==> src/rtl/pc_sequencer.sv <==
// RV32I fetch sequencer: owns the PC, issues one-outstanding imem requests, buffers the
// returned word for decode and applies redirects/traps. Optional macro: PC_MISALIGN_TRAP_EN.
module pc_sequencer #(
  parameter logic [31:0] RESET_VECTOR = 32'h0000_0000,
  parameter logic [31:0] TRAP_VECTOR  = 32'h0000_0100
) (
  input  logic        clk,
  input  logic        rst,
  output logic        imem_req,
  output logic [31:0] imem_addr,
  input  logic        imem_gnt,
  input  logic        imem_rvalid,
  input  logic [31:0] imem_rdata,
  output logic        instr_valid,
  output logic [31:0] instr,
  output logic [31:0] instr_pc,
  input  logic        instr_ready,
  input  logic        redirect_valid,
  input  logic [31:0] redirect_target,
  input  logic        trap_req,
  output logic        trap_taken,
  output logic [31:0] bad_addr
);

  typedef enum logic [1:0] {S_REQ, S_WAIT, S_HOLD} state_e;

  state_e      state_q, state_d;
  logic [31:0] pc_q, pc_d;
  logic        kill_q, kill_d;
  logic        instr_valid_q, instr_valid_d;
  logic [31:0] instr_q, instr_d;
  logic [31:0] instr_pc_q, instr_pc_d;
  logic        trap_taken_q, trap_taken_d;

  logic        misalign;
  logic        take_trap;
  logic        flush;
  logic [31:0] redir_tgt;

`ifdef PC_MISALIGN_TRAP_EN
  logic [31:0] bad_addr_q, bad_addr_d;

  // An explicit trap_req outranks the redirect, so its target is never recorded then.
  assign misalign  = redirect_valid & ~trap_req & (redirect_target[1:0] != 2'b00);
  assign redir_tgt = redirect_target;
  assign bad_addr  = bad_addr_q;
`else
  assign misalign  = 1'b0;
  assign redir_tgt = redirect_target & 32'hFFFF_FFFC;
  assign bad_addr  = 32'h0000_0000;
`endif

  assign take_trap   = trap_req | misalign;
  assign flush       = trap_req | redirect_valid;
  assign imem_addr   = pc_q;
  assign instr_valid = instr_valid_q;
  assign instr       = instr_q;
  assign instr_pc    = instr_pc_q;
  assign trap_taken  = trap_taken_q;

  always_comb begin
    state_d       = state_q;
    pc_d          = pc_q;
    kill_d        = kill_q;
    instr_valid_d = instr_valid_q;
    instr_d       = instr_q;
    instr_pc_d    = instr_pc_q;
    trap_taken_d  = 1'b0;
`ifdef PC_MISALIGN_TRAP_EN
    bad_addr_d    = bad_addr_q;
    if (misalign) bad_addr_d = redirect_target;
`endif
    // Gated combinationally so a redirect never launches a fetch from the stale PC.
    imem_req = (state_q == S_REQ) & ~flush & ~rst;

    if (flush) begin
      if (take_trap) begin
        pc_d         = TRAP_VECTOR;
        trap_taken_d = 1'b1;
      end else begin
        pc_d = redir_tgt;
      end
      case (state_q)
        S_WAIT: begin
          // A response arriving with the redirect is itself the one being killed.
          if (imem_rvalid) begin
            kill_d  = 1'b0;
            state_d = S_REQ;
          end else begin
            kill_d = 1'b1;
          end
        end
        S_HOLD: begin
          instr_valid_d = 1'b0;
          state_d       = S_REQ;
        end
        default: state_d = S_REQ;
      endcase
    end else begin
      case (state_q)
        S_REQ: if (imem_gnt) state_d = S_WAIT;
        S_WAIT: begin
          if (imem_rvalid) begin
            if (kill_q) begin
              kill_d  = 1'b0;
              state_d = S_REQ;
            end else begin
              instr_d       = imem_rdata;
              instr_pc_d    = pc_q;
              pc_d          = pc_q + 32'd4;
              instr_valid_d = 1'b1;
              state_d       = S_HOLD;
            end
          end
        end
        S_HOLD: begin
          if (instr_ready) begin
            instr_valid_d = 1'b0;
            state_d       = S_REQ;
          end
        end
        default: state_d = S_REQ;
      endcase
    end
  end

  always_ff @(posedge clk) begin
    if (rst) begin
      state_q       <= S_REQ;
      pc_q          <= RESET_VECTOR;
      kill_q        <= 1'b0;
      instr_valid_q <= 1'b0;
      instr_q       <= 32'h0;
      instr_pc_q    <= 32'h0;
      trap_taken_q  <= 1'b0;
`ifdef PC_MISALIGN_TRAP_EN
      bad_addr_q    <= 32'h0;
`endif
    end else begin
      state_q       <= state_d;
      pc_q          <= pc_d;
      kill_q        <= kill_d;
      instr_valid_q <= instr_valid_d;
      instr_q       <= instr_d;
      instr_pc_q    <= instr_pc_d;
      trap_taken_q  <= trap_taken_d;
`ifdef PC_MISALIGN_TRAP_EN
      bad_addr_q    <= bad_addr_d;
`endif
    end
  end

endmodule

==> config.mk <==
export PLATFORM = sky130hd
export DESIGN_NAME = pc_sequencer
export DESIGN_NICKNAME = d
export VERILOG_FILES = /design/src/rtl/pc_sequencer.sv
export SDC_FILE = /design/constraint.sdc
export NUM_CORES = 1
export LEC_CHECK = 0
export BUFFER_PORTS_ARGS = -buffer_cell sky130_fd_sc_hd__buf_4
export CAP_MARGIN = 10
export CELL_PAD_IN_SITES_DETAIL_PLACEMENT = 0
export CELL_PAD_IN_SITES_GLOBAL_PLACEMENT = 1
export CORE_MARGIN = 3
export CORE_UTILIZATION = 35
export CTS_BUF_LIST = sky130_fd_sc_hd__clkbuf_8 sky130_fd_sc_hd__clkbuf_16
export DETAILED_ROUTE_END_ITERATION = 16
export PLACE_DENSITY = 0.93
export SETUP_SLACK_MARGIN = 0.15
export SYNTH_ARGS = -nofsm -noshare
export SYNTH_HDL_FRONTEND = slang
export SYNTH_SLANG_ARGS = --single-unit
export TNS_END_PERCENT = 1
==> constraint.sdc <==
create_clock -name clk -period 3.2 [get_ports clk]
set_input_delay 0.32 -clock clk [delete_from_list [all_inputs] [get_ports clk]]
set_output_delay 0.32 -clock clk [all_outputs]
set_load 0.01 [all_outputs]
==> results.txt, run 1 <==
Fillers = 1,318
via count = 4,478
CP Max Fanout = 8
Async SR Flop Fraction = 0%
WP data required = 3.47 ns
area taken by multi-input logic gates = 2370 um^2
n_diodes = 0
fin crit share = 70.4%
PwrDens = 405 nW/um^2
CP Capture Type = register
utilization after layout = 47.8%
clk_skew = 0.00883 ns
Final setup violation count = 0
CTS Buf Count = 9
top cell type by total area after synthesis = dfxtp_1
clock tree sinks = 97
Clk pin slew, worst setup/hold paths = 0.07 ns
grt ovf = 0
global-route wire length before repair = 21,200 um
register area = 1940 um^2
top-level I/O count = 202
Layout area overhead = 32.0%
register bit total from synthesis = 97
share of the synthesized area in the top cell type = 42.0%
most frequent cell after synthesis = nand2_1
Final nets = 816
Main synth FF type = dfxtp_1
Cells after Synth = 596
CTS tree = built
dpl ws = 0.930 ns
post-layout min period = 2.25 ns
worst slew pin tran = 0.876 ns
fin cells = 916
Max VDD drop = 0.265 mV
Tot GR Track Use = 18.1%
Vias/cell = 4.89
relative slew slack = 41.6%
synth unique cells = 59
Crit path arrival time = 2.53 ns
DR DRC count = 0
Post-CTS Setup Repair Bufs = 0
syn_area_per_cell = 7.76 um^2
Root Buffer = clkbuf_16
clk buf depth = 2
cts repair resizes = 0
TNS Setup = 0 ns
die width = 121 um
antenna-violating nets left = 0
Max Freq = 444 MHz
top cells by area, synth = dfxtp_1 (42%), nand2_1 (13%), a21oi_1 (10%)
Max Cap Viol = 0
synth warn = 0
LEAKAGE = 0.00246 uW
count of flip-flops with a built-in enable after synthesis = 0
register area share after synthesis = 42.0%
Worst-Skew Late Latency = 0.35 ns
unrepaired setup endpoints after global routing = no
Max Slew Vio Count = 0
Initial Utilization = 36.2%
synth cell count leaders = nand2_1 (163), dfxtp_1 (97), a21oi_1 (92)
worst hold path type = input port to register
H-tree levels = 3
DRT Wirelength = 13,600 um
DIE AREA = 14,600 um^2
layout cells sized above 1 = 27.6%
TritonRoute pass-1 iters = 5
pin count of the biggest net entering global routing = 76
setup ws final = 0.946 ns
Iter 0 DRT Violations = 322
crit path launch type = register
hold_buf cts = 0
final hold violation count = 0
number of port buffers = 163
chip height = 121 um
Cells after DPL = 901
post-DP HPWL = 9560 um
area of the mapped netlist = 4620 um^2
vias in the first global route = 4,093
wire length per cell = 14.8 um
Placer Congestion = 0.834
initial antenna violation count = 0
# rows = 41
status = finished, final reports clean
critical path class = register to register
core area = 12,800 um^2
## final cells by class
class / instances / share of cell area (%)
multi-input cells: 454 / 38.8
flip-flops and latches: 97 / 31.8
repair buffers: 170 / 20.9
clock buffers: 9 / 3.69
well taps: 172 / 3.53
clock inverters: 6 / 0.738
inverters: 8 / 0.492
## state kept, by name, summed over array words and instances, names as in the netlist
| signal | flops |
|---|---|
| instr_valid | 1 |
| instr_pc | 30 |
| instr | 32 |
| kill_q | 1 |
| imem_addr | 30 |
| state_q | 2 |
| trap_taken | 1 |
## metal layers
metal / part of all wire (%) / GRT usage [%] / wire [um] / up-vias
met4: 1.2 / 4.60 / 159 / 0
li1: - / - / - / 2258
met3: 8.9 / 6.25 / 1210 / 13
met1: 44 / 23.9 / 5940 / 2045
met2: 46 / 28.5 / 6240 / 162
met5: 0 / 0 / 0 / -
## through the flow
step | power [uW] | instance area [um^2] | hold slack, ns
2_1_floorplan | 1410 | 4760 | 0.420
3_3_place_gp | 1500 | 5830 | 0.443
3_5_place_dp | 1500 | 5830 | 0.447
4_1_cts | 2500 | 6100 | 0.185
5_1_grt | 2580 | 6100 | 0.204
6_report | 2470 | 6100 | 0.198
## worst paths after layout
| kind | from | to | cells past startpoint | slack (ns) |
|---|---|---|---|---|
| max reg2reg | state_q[1] | imem_addr[31] | 7 | 0.95 |
| max | state_q[1] | imem_addr[31] | 7 | 0.95 |
| min reg2reg | instr[22] | instr[22] | 2 | 0.45 |
| min | redirect_target[2] | imem_addr[2] | 3 | 0.20 |
## report_power, final
part	leakage (uW)	internal (uW)	total, uW	switching (uW)
clock network	0.000124	525	998	473
registers	0.000784	1220	1240	22.1
logic	0.00155	102	227	125
## critical path, cell delays in order, from the launching register on
cell and delay, ns:
dfxtp_1 0.32, inv_1 0.11, ha_1 0.28, nand3b_2 0.25
nor3_1 0.66, nand4_1 0.21, xor2_1 0.18, o31ai_2 0.17
## kinds of logic after synthesis
family / share of synthesized area (%)
other: 0.0811
muxes: 1.08
AOI/OAI and AO/OA: 18.8
buffers and inverters: 9.77
and+or+nand+nor: 25.6
adders and majority gates: 1.35
DFF: 42.0
xor gates and xnor gates: 1.33
## layout by cell type, fill, tap and decap left out, types with 3 or more instances in the layout
cell type	netlist	layout
conb_1	1	36
or2_2	3	3
nand3_1	14	14
a21oi_1	92	92
nor3_1	16	16
a211oi_1	11	11
ha_1	5	5
xor2_1	4	4
nand4_1	7	7
xnor2_1	3	3
mux2i_1	5	5
nand2_1	163	162
clkbuf_16	0	9
and3_1	3	3
nor2_1	21	21
dfxtp_1	97	97
clkinvlp_4	0	3
o21ai_0	19	19
buf_4	36	170
o221ai_1	3	3
a31oi_1	3	3
nor2b_1	3	3
inv_1	8	8
Note: power is estimated with default switching activity, not from simulation.
==> run 2, diff against run 1 <==
--- a/config.mk
+++ b/config.mk
@@ -10,10 +10,10 @@
 export CELL_PAD_IN_SITES_DETAIL_PLACEMENT = 0
 export CELL_PAD_IN_SITES_GLOBAL_PLACEMENT = 1
 export CORE_MARGIN = 3
-export CORE_UTILIZATION = 35
+export CORE_UTILIZATION = 30
 export CTS_BUF_LIST = sky130_fd_sc_hd__clkbuf_8 sky130_fd_sc_hd__clkbuf_16
 export DETAILED_ROUTE_END_ITERATION = 16
-export PLACE_DENSITY = 0.93
+export PLACE_DENSITY = 0.85
 export SETUP_SLACK_MARGIN = 0.15
 export SYNTH_ARGS = -nofsm -noshare
 export SYNTH_HDL_FRONTEND = slang
==> constraint.sdc (replaced) <==
create_clock -name clk -period 2.05 [get_ports clk]
set_input_delay 0.205 -clock clk [delete_from_list [all_inputs] [get_ports clk]]
set_output_delay 0.205 -clock clk [all_outputs]
set_load 0.01 [all_outputs]
==> run 2 against run 1 <==
Compared with the run above:
- global-route usage decreased by 1.4 points
- register-to-register slack got worse by 0.71 ns
- power increased by 63%
- sequential share of layout area decreased by 1.6 points
==> results.txt, run 2 (synthesis results as in run 1) <==
status = finished, final reports clean (unchanged)
Total Power = 4030 uW (was 2470 uW)
die width = 130 um (was 121 um)
Final nets = 846 (was 816)
number of port buffers = 163 (unchanged)
reg2reg setup slack = 0.23 ns (was 0.95 ns)
Layout area overhead = 39.2% (was 32.0%)
crit path launch type = register (unchanged)
H-tree levels = 3 (unchanged)
critical path, cell by cell = nand3_2 -> buf_4 -> nor4_4 -> a311o_1 -> nand2_1 -> a311oi_1 (was inv_1 -> ha_1 -> nand3b_2 -> nor3_1 -> nand4_1 -> xor2_1 -> o31ai_2)
top-level I/O count = 202 (unchanged)
antenna-violating nets left = 0 (unchanged)
worst hold path type = input port to register (unchanged)
hold path cells = 3 (unchanged)
relative slew slack = 62.6% (was 41.6%)
initial antenna violation count = 0 (unchanged)
Max Cap Viol = 0 (unchanged)
Initial Utilization = 31.2% (was 36.2%)
CTS Buf Count = 9 (unchanged)
WP data required = 2.31 ns (was 3.47 ns)
CTS tree = built (unchanged)
slowest CP cell = dfxtp_1 (was nor3_1)
n_diodes = 0 (unchanged)
post-layout min period = 1.82 ns (was 2.25 ns)
final hold violation count = 0 (unchanged)
worst slew pin tran = 0.561 ns (was 0.876 ns)
# rows = 44 (was 41)
Fillers = 1,543 (was 1,318)
fin crit share = 88.6% (was 70.4%)
Max Slew Vio Count = 0 (unchanged)
CP peak stage delay = 0.44 ns (was 0.66 ns)
Iter 0 DRT Violations = 233 (was 322)
DRT Wirelength = 14,700 um (was 13,600 um)
placed standard-cell area = 6100 um^2 (was 5830 um^2)
Final setup violation count = 0 (unchanged)
Vias/cell = 4.84 (was 4.89)
Reg2Reg Depth = 6 (was 7)
RR Endpoint = imem_addr[20] (was imem_addr[31])
grt ovf = 0 (unchanged)
Tot GR Track Use = 16.7% (was 18.1%)
vias in the first global route = 4,180 (was 4,093)
Clk pin slew, worst setup/hold paths = 0.07 ns (about the same)
Crit path arrival time = 2.07 ns (was 2.53 ns)
WHS Endpoint = imem_addr[3] (was imem_addr[2])
Max VDD drop = 0.376 mV (was 0.265 mV)
pin count of the biggest net entering global routing = 52 (was 76)
Root Buffer = clkbuf_16 (unchanged)
global-route wire length before repair = 22,400 um (was 21,200 um)
most common cell after layout, fill and taps aside = buf_4 (unchanged)
cell area after layout = 6440 um^2 (was 6100 um^2)
CP Max Fanout = 6 (was 8)
clk_skew = 0.0106 ns (was 0.00883 ns)
TritonRoute pass-1 iters = 4 (was 5)
core area = 14,800 um^2 (was 12,800 um^2)
clock tree sinks = 97 (unchanged)
Hold Crit Start = redirect_target[3] (was redirect_target[2])
layout cells sized above 1 = 31.0% (was 27.6%)
Crit path max-delay family = simple AND/OR/NAND/NOR gates (unchanged)
Placer Congestion = 0.804 (was 0.834)
via count = 4,634 (was 4,478)
DIE AREA = 16,900 um^2 (was 14,600 um^2)
LEAKAGE = 0.00264 uW (was 0.00246 uW)
DR DRC count = 0 (unchanged)
TNS Setup = 0 ns (unchanged)
chip height = 130 um (was 121 um)
critical path class = register to register (unchanged)
unrepaired setup endpoints after global routing = yes (was no)
Max Freq = 551 MHz (was 444 MHz)
Worst-Skew Late Latency = 0.36 ns (was 0.35 ns)
clk buf depth = 2 (unchanged)
CP Capture Type = register (unchanged)
PwrDens = 626 nW/um^2 (was 405 nW/um^2)
Worst Path Buf+Inv = 1 (unchanged)
number of flip-flops in the largest register = 32 (unchanged)
commonest non-fill, non-tap cells in the layout = buf_4 (197), nand2_1 (162), dfxtp_1 (97) (was buf_4 (170), nand2_1 (162), dfxtp_1 (97))
post-DP HPWL = 10,800 um (was 9560 um)
wire length per cell = 15.4 um (was 14.8 um)
worst r2r src = imem_addr[12] (was state_q[1])
## run 2: cell types whose count changed in the layout (fill, tap and decap cells not counted), sizes merged
cell and delta:
bufinv +1, buf +30, inv -1
## run 2: stage by stage
stage	instances	util (%)	setup WS [ns]	hold WS, ns
detailed placement	941	41.2	0.0799	0.443
CTS	956	43.2	0.123	0.0740
finish	958	43.5	0.234	0.0824
global placement	941	41.2	0.134	0.441
global route	958	43.5	0.117	0.0858
floorplan	631	-	0.239	0.305
## run 2: per-layer routing
layer	up-vias	track usage [%]	routed length [um]
li1	2321	-	-
met1	2134	21.7	6690
met2	169	27.3	6790
met3	10	5.16	1140
met4	0	3.79	114
met5	-	0	0
## run 2: worst min-delay path, stage by stage
cell and delay, ns:
buf_4 0.08, a21oi_1 0.05, nor2_1 0.07
## run 2: area by class of cell
type / count / area, um^2 / share of cell area (%)
Multi-Input combinational cell: 454 / 2400 / 37.3
Clock buffer: 9 / 225 / 3.50
Inverter: 8 / 30.0 / 0.467
Clock inverter: 6 / 70.1 / 1.09
Sequential cell: 97 / 1940 / 30.2
Timing Repair Buffer: 200 / 1540 / 23.9
Tap cell: 184 / 230 / 3.58
## run 2: power by group
part | total (uW) | internal (uW) | leakage [uW] | switching (uW)
clock | 1700 | 943 | 0.000134 | 752
combinational | 403 | 184 | 0.00172 | 219
sequential | 1930 | 1910 | 0.000784 | 24.0
## run 2: timing repair
item / CTS / global route
endpoints found under the setup margin: 8 / 16
setup buffers: 0 / 2
hold buffers: 0 / 0
pin swaps: 0 / 2
gates resized for setup: 2 / 5
## run 2: how the worst max path moves through the flow
stage,from,end,slack [ns],cells past startpoint
6_report,imem_addr[12],imem_addr[20],0.23,6
3_5_place_dp,state_q[1],imem_addr[17],0.08,9
2_1_floorplan,state_q[1],imem_addr[19],0.24,7
4_1_cts,state_q[1],imem_addr[14],0.12,7
5_1_grt,imem_addr[12],imem_addr[28],0.12,6
3_3_place_gp,state_q[1],imem_addr[14],0.13,7
==> run 3, diff against run 2 <==
--- a/config.mk
+++ b/config.mk
@@ -9,11 +9,13 @@
 export CAP_MARGIN = 10
 export CELL_PAD_IN_SITES_DETAIL_PLACEMENT = 0
 export CELL_PAD_IN_SITES_GLOBAL_PLACEMENT = 1
+export CORE_ASPECT_RATIO = 0.7
 export CORE_MARGIN = 3
 export CORE_UTILIZATION = 30
 export CTS_BUF_LIST = sky130_fd_sc_hd__clkbuf_8 sky130_fd_sc_hd__clkbuf_16
 export DETAILED_ROUTE_END_ITERATION = 16
 export PLACE_DENSITY = 0.85
+export RECOVER_POWER = 25
 export SETUP_SLACK_MARGIN = 0.15
 export SYNTH_ARGS = -nofsm -noshare
 export SYNTH_HDL_FRONTEND = slang
==> run 3 against run 2 <==
Compared with the run above:
- maximum frequency down 0.33%
- first-iteration DRC count up 52%
- sequential cell count unchanged
- sequential share of layout area up 0.92 points
- clock power down 4%
- non-clock buffer count up 3
- design area down 3.0%
- power down 1.8%
- global-route usage up 0.16 points
- clock-buffer cell count unchanged
- via count up 0.30%
- critical path type unchanged
- largest cell class unchanged
- highest routed layer unchanged
==> results.txt, run 3 (synthesis results as in run 1) <==
Root Buffer = clkbuf_16 (unchanged)
# rows = 37 (was 44)
critical path, cell by cell = inv_1 -> ha_1 -> buf_4 -> and3b_1 -> buf_4 -> nor3_1 -> nor3_1 -> a21oi_1 -> a41oi_1 (was nand3_2 -> buf_4 -> nor4_4 -> a311o_1 -> nand2_1 -> a311oi_1)
status = finished, final reports clean (unchanged)
critical path class = register to register (unchanged)
Worst-Skew Late Latency = 0.34 ns (was 0.36 ns)
hold path cells = 3 (unchanged)
CP Max Fanout = 14 (was 6)
via count = 4,648 (was 4,634)
LEAKAGE = 0.00245 uW (was 0.00264 uW)
vias in the first global route = 4,274 (was 4,180)
Max Cap Viol = 0 (unchanged)
Max Freq = 549 MHz (was 551 MHz)
DIE AREA = 17,000 um^2 (was 16,900 um^2)
Vias/cell = 4.78 (was 4.84)
n_diodes = 0 (unchanged)
total stage count of the critical path = 9 (was 6)
antenna-violating nets left = 0 (unchanged)
Initial Utilization = 31.0% (was 31.2%)
Max VDD drop = 0.359 mV (was 0.376 mV)
CP Capture Type = register (unchanged)
setup ws final = 0.228 ns (was 0.234 ns)
relative slew slack = 11.9% (was 62.6%)
Crit path arrival time = 2.02 ns (was 2.07 ns)
Clk pin slew, worst setup/hold paths = 0.07 ns (about the same)
RR Endpoint = imem_addr[30] (was imem_addr[20])
top-level I/O count = 202 (unchanged)
global-route wire length before repair = 22,800 um (was 22,400 um)
Iter 0 DRT Violations = 355 (was 233)
Cells after DPL = 956 (was 941)
worst r2r src = state_q[1] (was imem_addr[12])
wire length per cell = 15.2 um (was 15.4 um)
Final nets = 849 (was 846)
clock tree sinks = 97 (unchanged)
post-layout min period = 1.82 ns (about the same)
PwrDens = 634 nW/um^2 (was 626 nW/um^2)
Worst Path Buf+Inv = 3 (was 1)
Final setup violation count = 0 (unchanged)
post-DP HPWL = 10,900 um (was 10,800 um)
DR DRC count = 0 (unchanged)
WP data required = 2.25 ns (was 2.31 ns)
fin crit share = 88.9% (was 88.6%)
final hold violation count = 0 (unchanged)
Layout area overhead = 35.1% (was 39.2%)
WHS = 0.0971 ns (was 0.0824 ns)
CP peak stage delay = 0.35 ns (was 0.44 ns)
DRT Wirelength = 14,700 um (about the same)
number of flip-flops in the largest register = 32 (unchanged)
TritonRoute pass-1 iters = 5 (was 4)
grt ovf = 0 (unchanged)
CTS Buf Count = 9 (unchanged)
CP startpoint = state_q[1] (was imem_addr[12])
placed standard-cell area = 6140 um^2 (was 6100 um^2)
pin count of the biggest net entering global routing = 56 (was 52)
number of port buffers = 163 (unchanged)
Placer Congestion = 0.845 (was 0.804)
die width = 154 um (was 130 um)
worst hold path type = input port to register (unchanged)
core area = 14,900 um^2 (was 14,800 um^2)
Fillers = 1,571 (was 1,543)
Crit path max-delay family = simple AND/OR/NAND/NOR gates (unchanged)
initial antenna violation count = 0 (unchanged)
area taken by multi-input logic gates = 2370 um^2 (was 2400 um^2)
fin cells = 973 (was 958)
register area = 1940 um^2 (unchanged)
crit path launch type = register (unchanged)
most common cell after layout, fill and taps aside = nand2_1 (was buf_4)
reg2reg setup slack = 0.23 ns (about the same)
TNS Setup = 0 ns (unchanged)
clk_skew = 0.0113 ns (was 0.0106 ns)
Max Slew Vio Count = 0 (unchanged)
crit path to = imem_addr[30] (was imem_addr[20])
clk buf depth = 2 (unchanged)
unrepaired setup endpoints after global routing = yes (unchanged)
Tot GR Track Use = 16.9% (was 16.7%)
CTS tree = built (unchanged)
layout cells sized above 1 = 24.4% (was 31.0%)
chip height = 110 um (was 130 um)
cts repair resizes = 0 (was 2)
H-tree levels = 3 (unchanged)
slowest CP cell = dfxtp_1 (unchanged)
commonest non-fill, non-tap cells in the layout = nand2_1 (162), buf_4 (152), dfxtp_1 (97) (was buf_4 (197), nand2_1 (162), dfxtp_1 (97))
cell area after layout = 6250 um^2 (was 6440 um^2)
Reg2Reg Depth = 9 (was 6)
worst slew pin tran = 1.32 ns (was 0.561 ns)
hold_buf cts = 0 (unchanged)
Post-CTS Setup Repair Bufs = 0 (unchanged)
dpl ws = 0.222 ns (was 0.0799 ns)
==> run 3: per-stage QoR <==
stage | power (uW) | utilization (%)
floorplan | 2200 | -
global placement | 2370 | 41.2
detailed placement | 2380 | 41.2
CTS | 4010 | 43.1
global route | 4140 | 41.9
finish | 3960 | 41.9
==> run 3: area by class of cell <==
class	instances	share of cell area, %
multi-input cells	454	37.9
clock inverters	7	0.861
inverters	8	0.481
well taps	195	3.91
flip-flops and latches	97	31.1
clock buffers	9	3.61
repair buffers	203	22.1
==> run 3: how the worst min path moves through the flow <==
stage,start,end
after global placement,redirect_target[2],imem_addr[2]
final,redirect_target[3],imem_addr[3]
after CTS,redirect_target[2],imem_addr[2]
after global routing,imem_rdata[12],instr[12]
after detailed placement,redirect_target[2],imem_addr[2]
after floorplan,imem_rvalid,kill_q
==> run 3: tightest hold or removal path: stages <==
cell and delay, ns:
buf_4 0.08, a21oi_1 0.05, nor2_1 0.07
==> run 3: report_power, final <==
| part | total, uW | internal [uW] | leakage (uW) | switching [uW] |
|---|---|---|---|---|
| registers | 1930 | 1910 | 0.000784 | 21.8 |
| logic | 403 | 183 | 0.00153 | 220 |
| clock network | 1630 | 835 | 0.000134 | 791 |
| total | 3960 | 2920 | 0.00245 | 1030 |
==> run 3: routing by layer <==
| metal | global-route usage [%] | part of all wire, % | vias up |
|---|---|---|---|
| met5 | 0 | 0 | - |
| met4 | 3.21 | 0.36 | 0 |
| met3 | 5.94 | 9.3 | 5 |
| met2 | 25.2 | 44 | 181 |
| met1 | 23.7 | 47 | 2137 |
| li1 | - | - | 2325 |
